## src/rtl/axi4_burst_arb.sv

```systemverilog
// axi4_burst_arb: shares one DDR command port between the frame writer and
// frame reader engines. Picks one burst at a time, holds it on the command
// channel until accepted, then tracks write-data completion and the number
// of read bursts still in flight.
module axi4_burst_arb #(
    parameter int C_ADDR_W     = 32,
    parameter int C_MAX_RD_OUT = 2,
    parameter int C_STARVE_MAX = 64
) (
    input  logic                axi_clk,
    input  logic                axi_resetn,
    input  logic                wr_req,
    input  logic [C_ADDR_W-1:0] wr_addr,
    input  logic [7:0]          wr_len,
    output logic                wr_gnt,
    input  logic                rd_req,
    input  logic [C_ADDR_W-1:0] rd_addr,
    input  logic [7:0]          rd_len,
    input  logic                rd_urgent,
    output logic                rd_gnt,
    output logic                cmd_valid,
    input  logic                cmd_ready,
    output logic                cmd_we,
    output logic [C_ADDR_W-1:0] cmd_addr,
    output logic [7:0]          cmd_len,
    input  logic                wdata_fire,
    input  logic                wdata_last,
    input  logic                rdata_fire,
    input  logic                rdata_last,
    output logic [2:0]          rd_out,
    output logic                busy,
    output logic                err
);

    localparam logic [7:0] C_STARVE_LIM = 8'(C_STARVE_MAX);
    localparam logic [2:0] C_RD_LIM     = 3'(C_MAX_RD_OUT);

    typedef enum logic [1:0] {S_IDLE, S_ISSUE, S_WDATA} state_t;

    state_t                r_state;
    state_t                w_state_next;
    logic                  r_cmd_valid;
    logic                  r_cmd_we;
    logic [C_ADDR_W-1:0]   r_cmd_addr;
    logic [7:0]            r_cmd_len;
    logic                  r_wr_gnt;
    logic                  r_rd_gnt;
    logic                  r_last_wr;     // 1: last granted requester was the writer
    logic [2:0]            r_rd_out;
    logic                  r_err;

    logic                  w_wr_elig;
    logic                  w_rd_elig;
    logic                  w_sel_valid;
    logic                  w_sel_we;
    logic                  w_load;
    logic                  w_hs;
    logic                  w_rd_done;
    logic                  w_rd_dec_ok;
    logic                  w_wr_done;
    logic [1:0]            w_req;         // index 0 = write, 1 = read
    logic [1:0]            w_req_hs;
    logic [1:0]            w_starved;

    assign w_hs      = r_cmd_valid & cmd_ready;
    assign w_rd_done = rdata_fire & rdata_last;
    assign w_wr_done = wdata_fire & wdata_last;
    assign w_rd_dec_ok = w_rd_done & (r_rd_out != 3'd0);

    // A requester is masked during its own grant cycle so a still-high req
    // is not granted a second time.
    assign w_wr_elig = wr_req & ~r_wr_gnt;
    assign w_rd_elig = rd_req & ~r_rd_gnt & (r_rd_out < C_RD_LIM);

    assign w_req    = {rd_req, wr_req};
    assign w_req_hs = {w_hs & ~r_cmd_we, w_hs & r_cmd_we};

    // Per-requester wait counters: count while waiting, saturate, clear when idle or served.
    generate
        for (genvar gi = 0; gi < 2; gi++) begin : g_starve
            logic [7:0] r_cnt;
            always_ff @(posedge axi_clk or negedge axi_resetn) begin
                if (!axi_resetn) begin
                    r_cnt <= 8'd0;
                end else if (!w_req[gi] || w_req_hs[gi]) begin
                    r_cnt <= 8'd0;
                end else if (r_cnt != C_STARVE_LIM) begin
                    r_cnt <= r_cnt + 8'd1;
                end
            end
            assign w_starved[gi] = (r_cnt == C_STARVE_LIM);
        end
    endgenerate

    // Winner selection: starvation, then read urgency, then single requester, then round-robin.
    always_comb begin
        w_sel_valid = w_wr_elig | w_rd_elig;
        w_sel_we    = 1'b0;
        if (w_starved[1] && w_rd_elig) begin
            w_sel_we = 1'b0;
        end else if (w_starved[0] && w_wr_elig) begin
            w_sel_we = 1'b1;
        end else if (rd_urgent && w_rd_elig) begin
            w_sel_we = 1'b0;
        end else if (w_wr_elig && !w_rd_elig) begin
            w_sel_we = 1'b1;
        end else if (w_wr_elig && w_rd_elig) begin
            w_sel_we = ~r_last_wr;
        end
    end

    // State register.
    always_ff @(posedge axi_clk or negedge axi_resetn) begin
        if (!axi_resetn) begin
            r_state <= S_IDLE;
        end else begin
            r_state <= w_state_next;
        end
    end

    // Next-state logic.
    always_comb begin
        w_state_next = r_state;
        case (r_state)
            S_IDLE:  if (w_sel_valid) w_state_next = S_ISSUE;
            S_ISSUE: if (w_hs) w_state_next = r_cmd_we ? S_WDATA : S_IDLE;
            S_WDATA: if (w_wr_done) w_state_next = S_IDLE;
            default: w_state_next = S_IDLE;
        endcase
    end

    // State-decoded outputs.
    always_comb begin
        busy   = (r_state != S_IDLE);
        w_load = (r_state == S_IDLE) && w_sel_valid;
    end

    // Command channel, grant pulses and round-robin pointer.
    always_ff @(posedge axi_clk or negedge axi_resetn) begin
        if (!axi_resetn) begin
            r_cmd_valid <= 1'b0;
            r_cmd_we    <= 1'b0;
            r_cmd_addr  <= '0;
            r_cmd_len   <= 8'd0;
            r_wr_gnt    <= 1'b0;
            r_rd_gnt    <= 1'b0;
            r_last_wr   <= 1'b1;
        end else begin
            r_wr_gnt <= w_hs & r_cmd_we;
            r_rd_gnt <= w_hs & ~r_cmd_we;
            if (w_load) begin
                r_cmd_valid <= 1'b1;
                r_cmd_we    <= w_sel_we;
                r_cmd_addr  <= w_sel_we ? wr_addr : rd_addr;
                r_cmd_len   <= w_sel_we ? wr_len : rd_len;
            end else if (w_hs) begin
                r_cmd_valid <= 1'b0;
                r_last_wr   <= r_cmd_we;
            end
        end
    end

    // Outstanding read bursts and sticky protocol error.
    always_ff @(posedge axi_clk or negedge axi_resetn) begin
        if (!axi_resetn) begin
            r_rd_out <= 3'd0;
            r_err    <= 1'b0;
        end else begin
            case ({w_req_hs[1], w_rd_dec_ok})
                2'b10:   r_rd_out <= r_rd_out + 3'd1;
                2'b01:   r_rd_out <= r_rd_out - 3'd1;
                default: r_rd_out <= r_rd_out;
            endcase
            if ((w_rd_done && r_rd_out == 3'd0) || (w_wr_done && r_state != S_WDATA)) begin
                r_err <= 1'b1;
            end
        end
    end

    assign wr_gnt    = r_wr_gnt;
    assign rd_gnt    = r_rd_gnt;
    assign cmd_valid = r_cmd_valid;
    assign cmd_we    = r_cmd_we;
    assign cmd_addr  = r_cmd_addr;
    assign cmd_len   = r_cmd_len;
    assign rd_out    = r_rd_out;
    assign err       = r_err;

endmodule
```

## config.mk

```make
export PLATFORM = sky130hd
export DESIGN_NAME = axi4_burst_arb
export DESIGN_NICKNAME = d
export VERILOG_FILES = /design/src/rtl/axi4_burst_arb.sv
export SDC_FILE = /design/constraint.sdc
export NUM_CORES = 1
export LEC_CHECK = 0
export BUFFER_PORTS_ARGS = -buffer_cell sky130_fd_sc_hd__clkbuf_2
export CORE_MARGIN = 1.5
export CORE_UTILIZATION = 47
export CTS_CLUSTER_SIZE = 16
export DETAILED_ROUTE_END_ITERATION = 8
export MAX_ROUTING_LAYER = met4
export PLACE_DENSITY = 0.82
export SLEW_MARGIN = 20
export SYNTH_ARGS = -nofsm -noshare
export SYNTH_HDL_FRONTEND = slang
export SYNTH_SLANG_ARGS = --single-unit
```

## constraint.sdc

```tcl
create_clock -name axi_clk -period 2.1 [get_ports axi_clk]
set_input_delay 0.21 -clock axi_clk [delete_from_list [all_inputs] [get_ports axi_clk]]
set_output_delay 0.21 -clock axi_clk [all_outputs]
set_load 0.03 [all_outputs]
```

# After elaboration in Yosys (flattened, before gate mapping)
# Cells that the tools add are included.
[word_totals]
out_inout_bits = 49
register_bits = 67
[classes]
add_sub_neg = 4
n_reduce_logical = 24
bitwise_logic = 15
n_mux = 19
eq_ne = 12
n_lt_le_gt_ge = 1
[op_table]
columns = ["cell", "n"]
rows = [
  ["8-bit two-way mux", 5],
  ["32-bit two-way mux", 1],
  ["8-bit by 1-bit adder with 8-bit output (second input constant)", 2],
  ["8-bit by 7-bit == test with 1-bit output (second input constant)", 2],
  ["8-bit by 7-bit != test with 1-bit output (second input constant)", 2],
  ["2-bit nonzero test", 5],
  ["1-bit AND", 9],
  ["1-bit logical AND", 8],
  ["2-bit two-way mux", 4],
  ["2-bit != test (second input constant)", 4],
  ["1-bit two-way mux", 7],
  ["2-bit one-hot mux with 3 select lines", 1],
  ["3-bit one-hot mux with 2 select lines", 1],
  ["1-bit inverter", 5],
  ["2-bit by 1-bit == test with 1-bit output (second input constant)", 2],
  ["2-bit == test (second input constant)", 2],
  ["3-bit by 1-bit adder with 3-bit output (second input constant)", 1],
  ["1-bit zero test", 3],
  ["3-bit zero test", 1],
  ["1-bit logical OR", 3],
  ["3-bit by 2-bit less-than comparator with 1-bit output (second input constant)", 1],
  ["3-bit AND reduction", 1],
  ["3-bit nonzero test", 1],
  ["3-bit by 1-bit subtractor with 3-bit output (second input constant)", 1],
  ["other kinds (3)", 3],
]

# Logic depth before layout (Yosys ltp)
# Gate-level depths: netlist (run 1).
[logic_depth]
depth_word = 10
mapped_depth = 8
mapped_depth_nobuf = 8

# Worst setup path before layout (run 1)
# Ideal clock, no wire load.
[synth_timing]
kind = "register to register"
from = "register r_rd_out[1] (netlist: rd_out[1])"
to = "register r_cmd_addr[1] (netlist: cmd_addr[1])"
path_stages_with_launch = 6
slack_ps = 134
t_arrival_ps = 1840
t_required_ps = 1974
path_cell_list = "dfrtp_1 -> or4b_4 -> nor3_2 -> a211oi_2 -> buf_6 -> a221o_1"
[synth_via]
elab_chain_cells = 9
[synth_rtl]
columns = ["item", "line_no", "rtl"]
rows = [
  ["from (decl)", "49", "logic [2:0] r_rd_out;"],
  ["from (signal assigned)", "170", "2'b10: r_rd_out <= r_rd_out + 3'd1;"],
  ["from (signal assigned)", "171", "2'b01: r_rd_out <= r_rd_out - 3'd1;"],
  ["from (signal assigned)", "172", "default: r_rd_out <= r_rd_out;"],
  ["3-bit by 2-bit less-than comparator with 1-bit output *", "73", "assign w_rd_elig = rd_req & ~r_rd_gnt & (r_rd_out < C_RD_LIM);"],
  ["1-bit AND *", "73", ""],
  ["1-bit logical AND / 1-bit zero test (equally long branches)", "107, 105", ""],
  ["1-bit two-way mux / 1-bit logical AND (equally long branches)", "107, 105", ""],
  ["1-bit two-way mux", "105", "end else if (w_wr_elig && !w_rd_elig) begin"],
  ["1-bit two-way mux", "103", "end else if (rd_urgent && w_rd_elig) begin"],
  ["1-bit two-way mux", "101", "end else if (w_starved[0] && w_wr_elig) begin"],
  ["1-bit two-way mux", "99", "if (w_starved[1] && w_rd_elig) begin"],
  ["32-bit two-way mux", "154", "r_cmd_addr <= w_sel_we ? wr_addr : rd_addr;"],
  ["to (signal assigned)", "154", ""],
  ["to (decl)", "44", "logic [C_ADDR_W-1:0] r_cmd_addr;"],
]
# Every way passes the cells marked *; elsewhere a longest branch is shown, timed or not.
# A chain may end at the register's enable or synchronous reset.

# Worst setup path in the final report (run 1)
[layout_timing]
from = "register g_starve[1].r_cnt[1]"
to = "register r_cmd_addr[22] (netlist: cmd_addr[22])"
[layout_via]
elab_chain_cells = 4
[layout_rtl]
columns = ["item", "line_no", "rtl"]
rows = [
  ["from (decl)", "81", "logic [7:0] r_cnt;"],
  ["from (signal assigned)", "88", "r_cnt <= r_cnt + 8'd1;"],
  ["8-bit by 7-bit == test with 1-bit output", "91", "assign w_starved[gi] = (r_cnt == C_STARVE_LIM);"],
  ["1-bit logical AND", "99", ""],
  ["1-bit two-way mux", "99", ""],
  ["32-bit two-way mux", "154", ""],
]
# No other way between the ends.

==> results of run 1 <==
## power groups by stage
stage	logic, mW	clock network (mW)	registers (mW)
2_1_floorplan	1.28	0	2.90
3_3_place_gp	2.95	0	2.07
3_5_place_dp	3.03	0	2.08
4_1_cts	3.05	0.950	2.07
5_1_grt	3.36	0.995	2.13
6_report	3.11	0.924	2.07
## worst paths after layout
path | from | to | slack [ns] | cells after the start
setup / recovery | g_starve[1].r_cnt[1]$_DFFE_PN0P_ | cmd_addr[22]$_DFFE_PN0P_ | 0.10 | 8
hold / removal | rd_addr[31] | cmd_addr[31]$_DFFE_PN0P_ | 0.09 | 2
setup reg to reg | g_starve[1].r_cnt[1]$_DFFE_PN0P_ | cmd_addr[22]$_DFFE_PN0P_ | 0.10 | 8
hold reg to reg | err$_DFFE_PN0P_ | err$_DFFE_PN0P_ | 0.49 | 2
max in group asynchronous | axi_resetn | r_last_wr$_DFFE_PN1P_ | 0.96 | 3
min in group asynchronous | axi_resetn | wr_gnt$_DFF_PN0_ | 0.44 | 2
## final cells by class
cell class / instances / area (um^2)
multi-input cells: 180 / 1380
clock buffers: 13 / 149
fillers: 508 / 2170
well taps: 77 / 96.3
inverters: 11 / 41.3
repair buffers: 154 / 885
clock inverters: 3 / 17.5
flip-flops and latches: 67 / 1680
## critical path, delay by kind of cell, from the launching register on
family,cells,cell delay [ns]
adder cells (fa/ha/maj),1,0.14
buffers and inverters,3,0.42
flip-flops,1,0.42
AO/OA/AOI/OAI,2,0.43
AND/OR/NAND/NOR,2,0.53
## registers in the layout (all words and copies together), names as in the netlist, 2 cells and up
register        cells
r_state             2
cmd_addr           32
rd_out              3
cmd_len             8
g_starve.r_cnt     16
## logic make-up after synthesis
logic type / after synthesis / synth area share, %
xor gates and xnor gates: 15 / 4.14
DFF: 67 / 52.9
buffers and inverters: 23 / 4.62
muxes: 2 / 0.710
AOI/OAI and AO/OA: 53 / 15.7
and+or+nand+nor: 104 / 19.3
adders and majority gates: 6 / 2.60
## Yosys cell counts, types with 5 or more instances
| cell type | n |
|---|---|
| nor2_1 | 17 |
| buf_6 | 8 |
| nand2_1 | 9 |
| nand3_1 | 10 |
| ha_1 | 5 |
| and2_1 | 41 |
| inv_1 | 11 |
| xnor2_1 | 5 |
| dfrtp_1 | 66 |
| a221o_1 | 40 |
| xor2_1 | 10 |
## what timing repair did
item                       in CTS  in global routing
resized for setup               0                  4
setup buffers                   0                  3
hold buffers                    1                  0
setup endpoints to repair       0                 32
hold endpoints to repair       27                  0
## through the flow
stage	hold slack [ns]	TNS, ns
2_1_floorplan	-0.0856	0
3_3_place_gp	0.265	0
3_5_place_dp	0.284	0
4_1_cts	0.0826	0
5_1_grt	0.0878	-0.0532
6_report	0.0940	0
## per-layer routing
metal / up-vias / routed length (um) / GRT usage [%]
li1: 1285 / - / -
met1: 1293 / 3580 / 29.6
met2: 122 / 3660 / 36.7
met3: 20 / 530 / 4.47
met4: 0 / 228 / 11.2
met5: - / 0 / -
==> metrics.json, run 1 <==
{
  "yosysSeqAreaShare": {"value": 52.9, "unit": "%"},
  "place_worst_setup_slack": {"value": 0.114, "unit": "ns"},
  "layout_worst_path_cycle_share": {"value": 95.1, "unit": "%"},
  "critical_path.max_stage_delay": {"value": 0.42, "unit": "ns"},
  "synthCells": {"value": 270},
  "floorplan.die_area": {"value": 7250, "unit": "um^2"},
  "report.final.setup_viol": {"value": 0},
  "clk_tree_root_cell": {"value": "clkbuf_8"},
  "route.vias.total": {"value": 2720},
  "power_leakage": {"value": 2.15, "unit": "nW"},
  "gr-usage-all-layers": {"value": 23.5, "unit": "%"},
  "insertion_delay": {"value": 0.34, "unit": "ns"},
  "p_seq_share": {"value": 33.9, "unit": "%"},
  "fp.dieW": {"value": 85.1, "unit": "um"},
  "number_of_antenna_violations_at_the_first_check_in_global_routing": {"value": 0},
  "tritoncts_num_sinks": {"value": 67},
  "grt-ovfl-total": {"value": 0},
  "setup.worst_path.class": {"value": "reg2reg"},
  "clkTransAtPathRegs": {"value": 0.08, "unit": "ns"},
  "drt-initial-drc-count": {"value": 163},
  "drc": {"value": 14},
  "antenna_cells_inserted": {"value": 0},
  "clkPwrFrac": {"value": 15.1, "unit": "%"},
  "postRouteWirelength": {"value": 8000, "unit": "um"},
  "hold_viol_final": {"value": 0},
  "cpMaxStageDelayCell": {"value": "dfrtp_1"},
  "final.setup_skew": {"value": 0.0115, "unit": "ns"},
  "synth_edf_count": {"value": 0},
  "placedCellCount": {"value": 483},
  "failed_checks": {"value": "DRC"},
  "post-layout-total-power": {"value": 6.10, "unit": "mW"},
  "fin_nets": {"value": 519},
  "floorplan.die.height": {"value": 85.1, "unit": "um"},
  "final-instance-count-excl-fill": {"value": 505},
  "most_common_cell_after_layout_fill_and_taps_aside": {"value": "clkbuf_2"},
  "final_max_slew_viol_count": {"value": 0},
  "most_used_cells_in_the_layout_excluding_fill_and_tap_cells": {"value": "137 x clkbuf_2, 65 x dfrtp_1, 41 x and2_1"},
  "global_route_wire_length_before_repair": {"value": 13000, "unit": "um"},
  "initial_utilization": {"value": 49.4, "unit": "%"},
  "clock_path_buffers": {"value": 2},
  "net_count_synth": {"value": 366},
  "detail_route.wl_per_cell": {"value": 15.8, "unit": "um"},
  "placement.io_buffers": {"value": 138},
  "yosys_warnings": {"value": 0},
  "slew_worst_pin": {"value": 0.666, "unit": "ns"},
  "number_of_core_rows": {"value": 29},
  "worstSetupEndpointType": {"value": "flop"},
  "synth.top_cell.area_share": {"value": 52.1, "unit": "%"},
  "p_switching": {"value": 2.62, "unit": "mW"},
  "synthDominantAreaCellType": {"value": "dfrtp_1"},
  "arrival": {"value": 2.28, "unit": "ns"},
  "final_core_util": {"value": 66.1, "unit": "%"},
  "drtPass1Iterations": {"value": 8},
  "dpl_cell_area": {"value": 3990, "unit": "um^2"},
  "number_of_violations_of_the_max_capacitance_limit": {"value": 0},
  "worstPathMaxFanout": {"value": 10},
  "netlist_top_cells_area": {"value": "dfrtp_1 52%, a221o_1 13%, and2_1 8.1%, buf_6 2.8%, xor2_1 2.8%"},
  "f_max": {"value": 501, "unit": "MHz"},
  "crit_required": {"value": 2.38, "unit": "ns"},
  "detailedPlacementHpwl": {"value": 5610, "unit": "um"},
  "place.gp.congestion": {"value": 0.801},
  "final_antenna_net_count": {"value": 0},
  "synthArstFlopShare": {"value": 100, "unit": "%"},
  "syn-mean-instance-area": {"value": 11.7, "unit": "um^2"},
  "core-area": {"value": 6420, "unit": "um^2"},
  "hold_class": {"value": "in2reg"},
  "post_route_cells_drive_above_1_share": {"value": 43.0, "unit": "%"},
  "fin_area": {"value": 4250, "unit": "um^2"},
  "synth_ff_type": {"value": "dfrtp_1"},
  "startpoint_type": {"value": "flop"},
  "power.share.combinational": {"value": 50.9, "unit": "%"},
  "grt_start_max_net_pins": {"value": 41},
  "power_density": {"value": 1440, "unit": "nW/um^2"},
  "via_per_inst": {"value": 5.39},
  "floorplan.io_pins": {"value": 139},
  "cts-htree-levels": {"value": 3},
  "grt_pass1_vias": {"value": 2815},
  "sw_frac_of_total": {"value": 42.9, "unit": "%"},
  "status": {"value": "finished, violations left"},
  "postLayoutSetupSlackWorst": {"value": 0.103, "unit": "ns"},
  "syn-cell-area": {"value": 3170, "unit": "um^2"},
  "areaGrowthSynthToFinish": {"value": 34.0, "unit": "%"},
  "finalCriticalPeriod": {"value": 2.00, "unit": "ns"},
  "path_cells": {"value": "inv_1 -> ha_1 -> nand4bb_1 -> or2_4 -> a311oi_4 -> buf_4 -> buf_6 -> a221o_1"},
  "tritoncts": {"value": "yes"},
  "worst_ir_drop_vdd": {"value": 0.838, "unit": "mV"},
  "internal_power_consumption": {"value": 3.48, "unit": "mW"},
  "relSlewSlack": {"value": 55.6, "unit": "%"},
  "ys_seq_elements": {"value": 67},
  "synth_cell_types": {"value": 37},
  "cts_inserted_buffers": {"value": 9}
}
Power figures use the tool's default switching activity.
==> inputs of run 2 (changes only) <==
- CORE_UTILIZATION: 47 -> 43
- PLACE_DENSITY: 0.82 -> 0.8
- clock period: 2.1 -> 1.7 ns (I/O delays scaled with it)
==> run 2 against run 1 <==
The run ends with setup timing left. Flip-flop and latch count stayed put. Worst setup slack worse by 0.30 ns. Power is 31% higher. Routed wire length is 7.4% higher. Register-to-register slack worse by 0.30 ns. Highest routed layer unchanged.
==> metrics.json, run 2 (same netlist as run 1, synthesis figures left out) <==
{
  "status": {"value": "finished, violations left"},
  "failed_checks": {"value": "setup timing"},
  "fin_area": {"value": 4610, "unit": "um^2"},
  "antenna_cells_inserted": {"value": 0},
  "critical_path.max_stage_delay": {"value": 0.39, "unit": "ns"},
  "layout_worst_path_cycle_share": {"value": 111, "unit": "%"},
  "grt-ovfl-total": {"value": 0},
  "met2_length": {"value": 4220, "unit": "um"},
  "postLayoutSetupSlackWorst": {"value": -0.192, "unit": "ns"},
  "tritoncts_num_sinks": {"value": 67},
  "grt_start_max_net_pins": {"value": 68},
  "cp_top_family": {"value": "compound AO/OA/AOI/OAI gates"},
  "number_of_violations_of_the_max_capacitance_limit": {"value": 0},
  "path_cells": {"value": "inv_1 -> ha_1 -> nand4bb_1 -> o21ai_2 -> a311oi_4 -> buf_6 -> clkbuf_16 -> a221o_1"},
  "fin_nets": {"value": 549},
  "most_used_cells_in_the_layout_excluding_fill_and_tap_cells": {"value": "137 x clkbuf_2, 60 x dfrtp_1, 41 x and2_1"},
  "detailedPlacementHpwl": {"value": 6050, "unit": "um"},
  "floorplan.io_pins": {"value": 139},
  "hold_path_end": {"value": "cmd_len[0]$_DFFE_PN0P_"},
  "cpMaxStageDelayCell": {"value": "dfrtp_1"},
  "power_leakage": {"value": 2.33, "unit": "nW"},
  "power.share.combinational": {"value": 53.1, "unit": "%"},
  "hold_path_startpoint": {"value": "rd_len[0]"},
  "report.final.setup_viol": {"value": 43},
  "largest_register_ffs": {"value": 32},
  "core-area": {"value": 7180, "unit": "um^2"},
  "most_common_cell_after_layout_fill_and_taps_aside": {"value": "clkbuf_2"},
  "place.gp.congestion": {"value": 0.777},
  "drc": {"value": 0},
  "clk_tree_root_cell": {"value": "clkbuf_8"},
  "crit_required": {"value": 1.92, "unit": "ns"},
  "route.vias.total": {"value": 2874},
  "gr-usage-all-layers": {"value": 21.4, "unit": "%"},
  "regToRegEndpoint": {"value": "cmd_addr[18]$_DFFE_PN0P_"},
  "detail_route.wl_per_cell": {"value": 15.4, "unit": "um"},
  "grt_pass1_vias": {"value": 2669},
  "setup.worst_path.class": {"value": "reg2reg"},
  "hold_viol_final": {"value": 0},
  "dpl_cell_area": {"value": 4210, "unit": "um^2"},
  "sw_frac_of_total": {"value": 42.9, "unit": "%"},
  "post_route_cells_drive_above_1_share": {"value": 50.0, "unit": "%"},
  "clkPwrFrac": {"value": 14.8, "unit": "%"},
  "p_seq_share": {"value": 32.1, "unit": "%"},
  "met3RoutedLength": {"value": 548, "unit": "um"},
  "number_of_antenna_violations_at_the_first_check_in_global_routing": {"value": 0},
  "setup-tns-final": {"value": -6.51, "unit": "ns"},
  "worstPathMaxFanout": {"value": 14},
  "top_signal_layer_used": {"value": "met4"},
  "tritoncts": {"value": "yes"},
  "placement.io_buffers": {"value": 138},
  "number_of_core_rows": {"value": 31},
  "p_switching": {"value": 3.44, "unit": "mW"},
  "cts-htree-levels": {"value": 3},
  "hold_class": {"value": "in2reg"},
  "floorplan.die.height": {"value": 88.9, "unit": "um"},
  "postRouteWirelength": {"value": 8590, "unit": "um"},
  "clkTransAtPathRegs": {"value": 0.09, "unit": "ns"},
  "final.setup_skew": {"value": 0.0155, "unit": "ns"},
  "count_of_cells_along_the_worst_register_to_register_path": {"value": 8},
  "initial_utilization": {"value": 44.2, "unit": "%"},
  "cts_inserted_buffers": {"value": 9},
  "worstSetupEndpointType": {"value": "flop"},
  "worst-r2r-setup-slack": {"value": -0.19, "unit": "ns"},
  "power_density": {"value": 1740, "unit": "nW/um^2"},
  "global_route_wire_length_before_repair": {"value": 12300, "unit": "um"},
  "worst_ir_drop_vdd": {"value": 0.845, "unit": "mV"},
  "clock_path_buffers": {"value": 2},
  "finalCriticalPeriod": {"value": 1.89, "unit": "ns"},
  "via_per_inst": {"value": 5.16},
  "internal_power_consumption": {"value": 4.57, "unit": "mW"},
  "slew_worst_pin": {"value": 0.369, "unit": "ns"},
  "final_antenna_net_count": {"value": 0},
  "fp.dieW": {"value": 88.9, "unit": "um"},
  "routedLengthMet1": {"value": 3700, "unit": "um"},
  "drtPass1Iterations": {"value": 4},
  "unrepaired_setup_endpoints_after_global_routing": {"value": "yes"},
  "insertion_delay": {"value": 0.34, "unit": "ns"},
  "areaGrowthSynthToFinish": {"value": 45.3, "unit": "%"},
  "path_buf_inv": {"value": 3},
  "worstReg2RegStart": {"value": "g_starve[0].r_cnt[0]$_DFFE_PN0P_"},
  "final_max_slew_viol_count": {"value": 0},
  "floorplan.die_area": {"value": 7900, "unit": "um^2"},
  "f_max": {"value": 528, "unit": "MHz"},
  "arrival": {"value": 2.11, "unit": "ns"},
  "whs_path_depth": {"value": 2},
  "timing.critical_path.from": {"value": "g_starve[0].r_cnt[0]$_DFFE_PN0P_"},
  "startpoint_type": {"value": "flop"},
  "drt-initial-drc-count": {"value": 120},
  "relSlewSlack": {"value": 75.3, "unit": "%"}
}
==> run 2: metrics by stage <==
step / power (mW) / hold slack (ns) / setup WS (ns) / std cells / util, %
4_1_cts: 7.82 / 0.0300 / -0.147 / 549 / 62.1
5_1_grt: 8.52 / 0.0298 / -0.269 / 557 / 64.2
6_report: 8.00 / 0.0499 / -0.192 / 557 / 64.2
3_5_place_dp: 6.49 / 0.213 / -0.199 / 530 / 58.7
3_3_place_gp: 6.37 / 0.213 / -0.157 / 530 / 58.7
2_1_floorplan: 5.19 / -0.126 / -0.117 / 270 / -
==> run 2: how the worst max path moves through the flow <==
| stage | cells after the start | end |
|---|---|---|
| after floorplan | 5 | cmd_addr[1]$_DFFE_PN0P_ |
| after global placement | 5 | cmd_addr[27]$_DFFE_PN0P_ |
| after detailed placement | 5 | cmd_addr[29]$_DFFE_PN0P_ |
| after CTS | 4 | cmd_addr[15]$_DFFE_PN0P_ |
| after global routing | 8 | cmd_addr[20]$_DFFE_PN0P_ |
| final | 8 | cmd_addr[18]$_DFFE_PN0P_ |
==> run 2: layout make-up <==
class	count	area, um^2
clock buffers	9	124
clock inverters	7	52.6
fillers	555	2570
inverters	11	41.3
multi-input cells	180	1420
flip-flops and latches	67	1690
well taps	99	124
repair buffers	184	1160
==> run 2: repair_timing <==
item                       in CTS  in global routing
setup buffers                   2                  6
pin swaps                       5                 10
hold buffers                    1                  0
hold endpoints to repair       66                  0
setup endpoints to repair      44                 44
cloned                          0                  2
gates resized for setup        10                 13
==> run 2: power groups by stage <==
| stage | clock network (mW) | logic [mW] | registers (mW) |
|---|---|---|---|
| 2_1_floorplan | 0 | 1.60 | 3.59 |
| 3_3_place_gp | 0 | 3.83 | 2.54 |
| 3_5_place_dp | 0 | 3.92 | 2.56 |
| 4_1_cts | 1.22 | 4.04 | 2.55 |
| 5_1_grt | 1.28 | 4.59 | 2.64 |
| 6_report | 1.19 | 4.25 | 2.57 |
==> run 2: layer usage <==
metal	global-route usage [%]	vias to the layer above
li1	-	1346
met1	26.3	1407
met2	33.6	110
met3	4.48	11
met4	10.2	0
met5	-	-
==> inputs of run 3 (changes only) <==
- CORE_ASPECT_RATIO: unset -> 2
==> run 3 against run 2 <==
The flow still finishes with violations (setup timing). Register-to-register slack is essentially flat. Cell count shrank 2.2%. Sequential share of layout area shrank 0.35 points. Global-route usage grew 1.5 points. Combinational power shrank 4.9%. Clock skew shrank 0.011 ns. Power grew 7.7%. Maximum frequency shrank 0.79%. Clock power grew 69%. Cell area grew 0.98%. Clock-buffer cell count grew 1. Largest power group unchanged. Via count shrank 0.87%.
==> metrics.json, run 3 (same netlist as run 1, synthesis figures left out) <==
{
  "fp.dieW": {"value": 63.7, "unit": "um"},
  "detailedPlacementHpwl": {"value": 6210, "unit": "um"},
  "power_leakage": {"value": 2.35, "unit": "nW"},
  "via_per_inst": {"value": 5.23},
  "final_max_slew_viol_count": {"value": 0},
  "tritoncts_num_sinks": {"value": 67},
  "insertion_delay": {"value": 0.32, "unit": "ns"},
  "cts_inserted_buffers": {"value": 9},
  "detail_route.wl_per_cell": {"value": 15.5, "unit": "um"},
  "worstPathMaxFanout": {"value": 37},
  "drc": {"value": 0},
  "post-layout-total-power": {"value": 8.62, "unit": "mW"},
  "fin_nets": {"value": 544},
  "grt_start_max_net_pins": {"value": 68},
  "grt_pass1_vias": {"value": 2975},
  "hold_viol_final": {"value": 0},
  "top_signal_layer_used": {"value": "met4"},
  "dpl_cell_area": {"value": 4210, "unit": "um^2"},
  "failed_checks": {"value": "setup timing"},
  "most_common_cell_after_layout_fill_and_taps_aside": {"value": "clkbuf_2"},
  "clk_tree_root_cell": {"value": "clkbuf_16"},
  "placement.io_buffers": {"value": 138},
  "most_used_cells_in_the_layout_excluding_fill_and_tap_cells": {"value": "137 x clkbuf_2, 60 x dfrtp_1, 41 x and2_1"},
  "number_of_core_rows": {"value": 44},
  "gr-usage-all-layers": {"value": 22.9, "unit": "%"},
  "number_of_antenna_violations_at_the_first_check_in_global_routing": {"value": 0},
  "power_density": {"value": 1850, "unit": "nW/um^2"},
  "report.final.setup_viol": {"value": 41},
  "routedLengthMet1": {"value": 3320, "unit": "um"},
  "postLayoutSetupSlackWorst": {"value": -0.207, "unit": "ns"},
  "core-area": {"value": 7210, "unit": "um^2"},
  "initial_utilization": {"value": 44.0, "unit": "%"},
  "relSlewSlack": {"value": 75.8, "unit": "%"},
  "startpoint_type": {"value": "flop"},
  "floorplan.die.height": {"value": 124, "unit": "um"},
  "areaGrowthSynthToFinish": {"value": 46.7, "unit": "%"},
  "largest_register_ffs": {"value": 32},
  "final.setup_skew": {"value": 0.00423, "unit": "ns"},
  "met2_length": {"value": 4410, "unit": "um"},
  "clock_path_buffers": {"value": 2},
  "hold_class": {"value": "in2reg"},
  "floorplan.io_pins": {"value": 139},
  "place.gp.congestion": {"value": 0.950},
  "worst_ir_drop_vdd": {"value": 1.06, "unit": "mV"},
  "crit_required": {"value": 1.96, "unit": "ns"},
  "number_of_violations_of_the_max_capacitance_limit": {"value": 0},
  "slew_worst_pin": {"value": 0.362, "unit": "ns"},
  "floorplan.die_area": {"value": 7930, "unit": "um^2"},
  "post_route_cells_drive_above_1_share": {"value": 49.4, "unit": "%"},
  "cts-htree-levels": {"value": 3},
  "clkTransAtPathRegs": {"value": 0.06, "unit": "ns"},
  "f_max": {"value": 524, "unit": "MHz"},
  "setup.worst_path.class": {"value": "reg2reg"},
  "drt-initial-drc-count": {"value": 141},
  "tritoncts": {"value": "yes"},
  "layout_worst_path_cycle_share": {"value": 112, "unit": "%"},
  "unrepaired_setup_endpoints_after_global_routing": {"value": "yes"},
  "grt-ovfl-total": {"value": 0},
  "global_route_wire_length_before_repair": {"value": 13800, "unit": "um"},
  "num-fill-cells": {"value": 553},
  "arrival": {"value": 2.16, "unit": "ns"},
  "worstSetupEndpointType": {"value": "flop"},
  "antenna_cells_inserted": {"value": 0},
  "finalCriticalPeriod": {"value": 1.91, "unit": "ns"},
  "route.vias.total": {"value": 2849},
  "drtPass1Iterations": {"value": 4},
  "fin_area": {"value": 4650, "unit": "um^2"},
  "final_antenna_net_count": {"value": 0},
  "status": {"value": "finished, violations left"},
  "met3RoutedLength": {"value": 333, "unit": "um"},
  "postRouteWirelength": {"value": 8450, "unit": "um"}
}
run 3: cell types whose count changed in the layout (fill, tap and decap cells not counted), sizes merged:
cell,delta
buf,-3
bufinv,+2
clkbuf,-1
clkinvlp,-2
inv,-1
run 3: path summary, 6_finish.rpt:
path                                  start                       to  slack (ns)  depth (start not counted)
min reg2reg                 err$_DFFE_PN0P_          err$_DFFE_PN0P_        0.48                          2
max in group asynchronous        axi_resetn    rd_out[0]$_DFFE_PN0P_        1.01                          3
max                        rd_gnt$_DFF_PN0_  cmd_addr[9]$_DFFE_PN0P_       -0.21                          4
min in group asynchronous        axi_resetn  cmd_addr[5]$_DFFE_PN0P_        0.38                          3
max reg2reg                rd_gnt$_DFF_PN0_  cmd_addr[9]$_DFFE_PN0P_       -0.21                          4
min                               wr_len[5]   cmd_len[5]$_DFFE_PN0P_        0.07                          2
run 3: worst max-delay path, stage by stage (launching register included):
cell and delay, ns:
dfrtp_2 0.43, or4b_4 0.58, a311oi_4 0.38, buf_12 0.25, a221o_1 0.19
run 3: stage by stage:
step	TNS, ns	worst slack, ns	std cells	util, %	hold WS (ns)
final	-7.04	-0.207	545	64.5	0.0723
after global placement	-5.53	-0.153	525	58.3	0.212
after global routing	-10.05	-0.274	545	64.5	0.0658
after CTS	-6.67	-0.189	543	63.7	0.0608
after detailed placement	-7.71	-0.200	525	58.3	0.219
after floorplan	-4.74	-0.117	270	-	-0.126
run 3: report_power, final:
part / internal [mW] / total, mW / leakage [nW] / switching, mW
Combinational: 1.66 / 4.04 / 1.35 / 2.38
Sequential: 2.22 / 2.57 / 0.840 / 0.350
Clock: 1.32 / 2.01 / 0.155 / 0.686
Total: 5.20 / 8.62 / 2.35 / 3.42
run 3: cell type report:
class                      instances  area [um^2]  area share (%)
sequential                        67         1690            36.2
multi-input combinational        180         1430            30.7
timing repair buffer             179         1050            22.7
clock buffer                      10          239            5.14
tap                               92          115            2.48
clock inverter                     6         88.8            1.91
inverter                          11         41.3           0.888
run 3: repair_timing:
| action | 4_1_cts | 5_1_grt |
|---|---|---|
| endpoints found under the hold margin | 66 | 0 |
| pin swaps | 5 | 2 |
| buffers inserted | 1 | 2 |
| resized for setup | 9 | 8 |
| hold buffers | 1 | 0 |
| endpoints found under the setup margin | 43 | 44 |
run 3: per-layer routing:
layer,vias up,track usage (%)
li1,1331,-
met1,1373,26.2
met2,115,37.2
met3,30,3.79
met4,0,13.7
met5,-,-
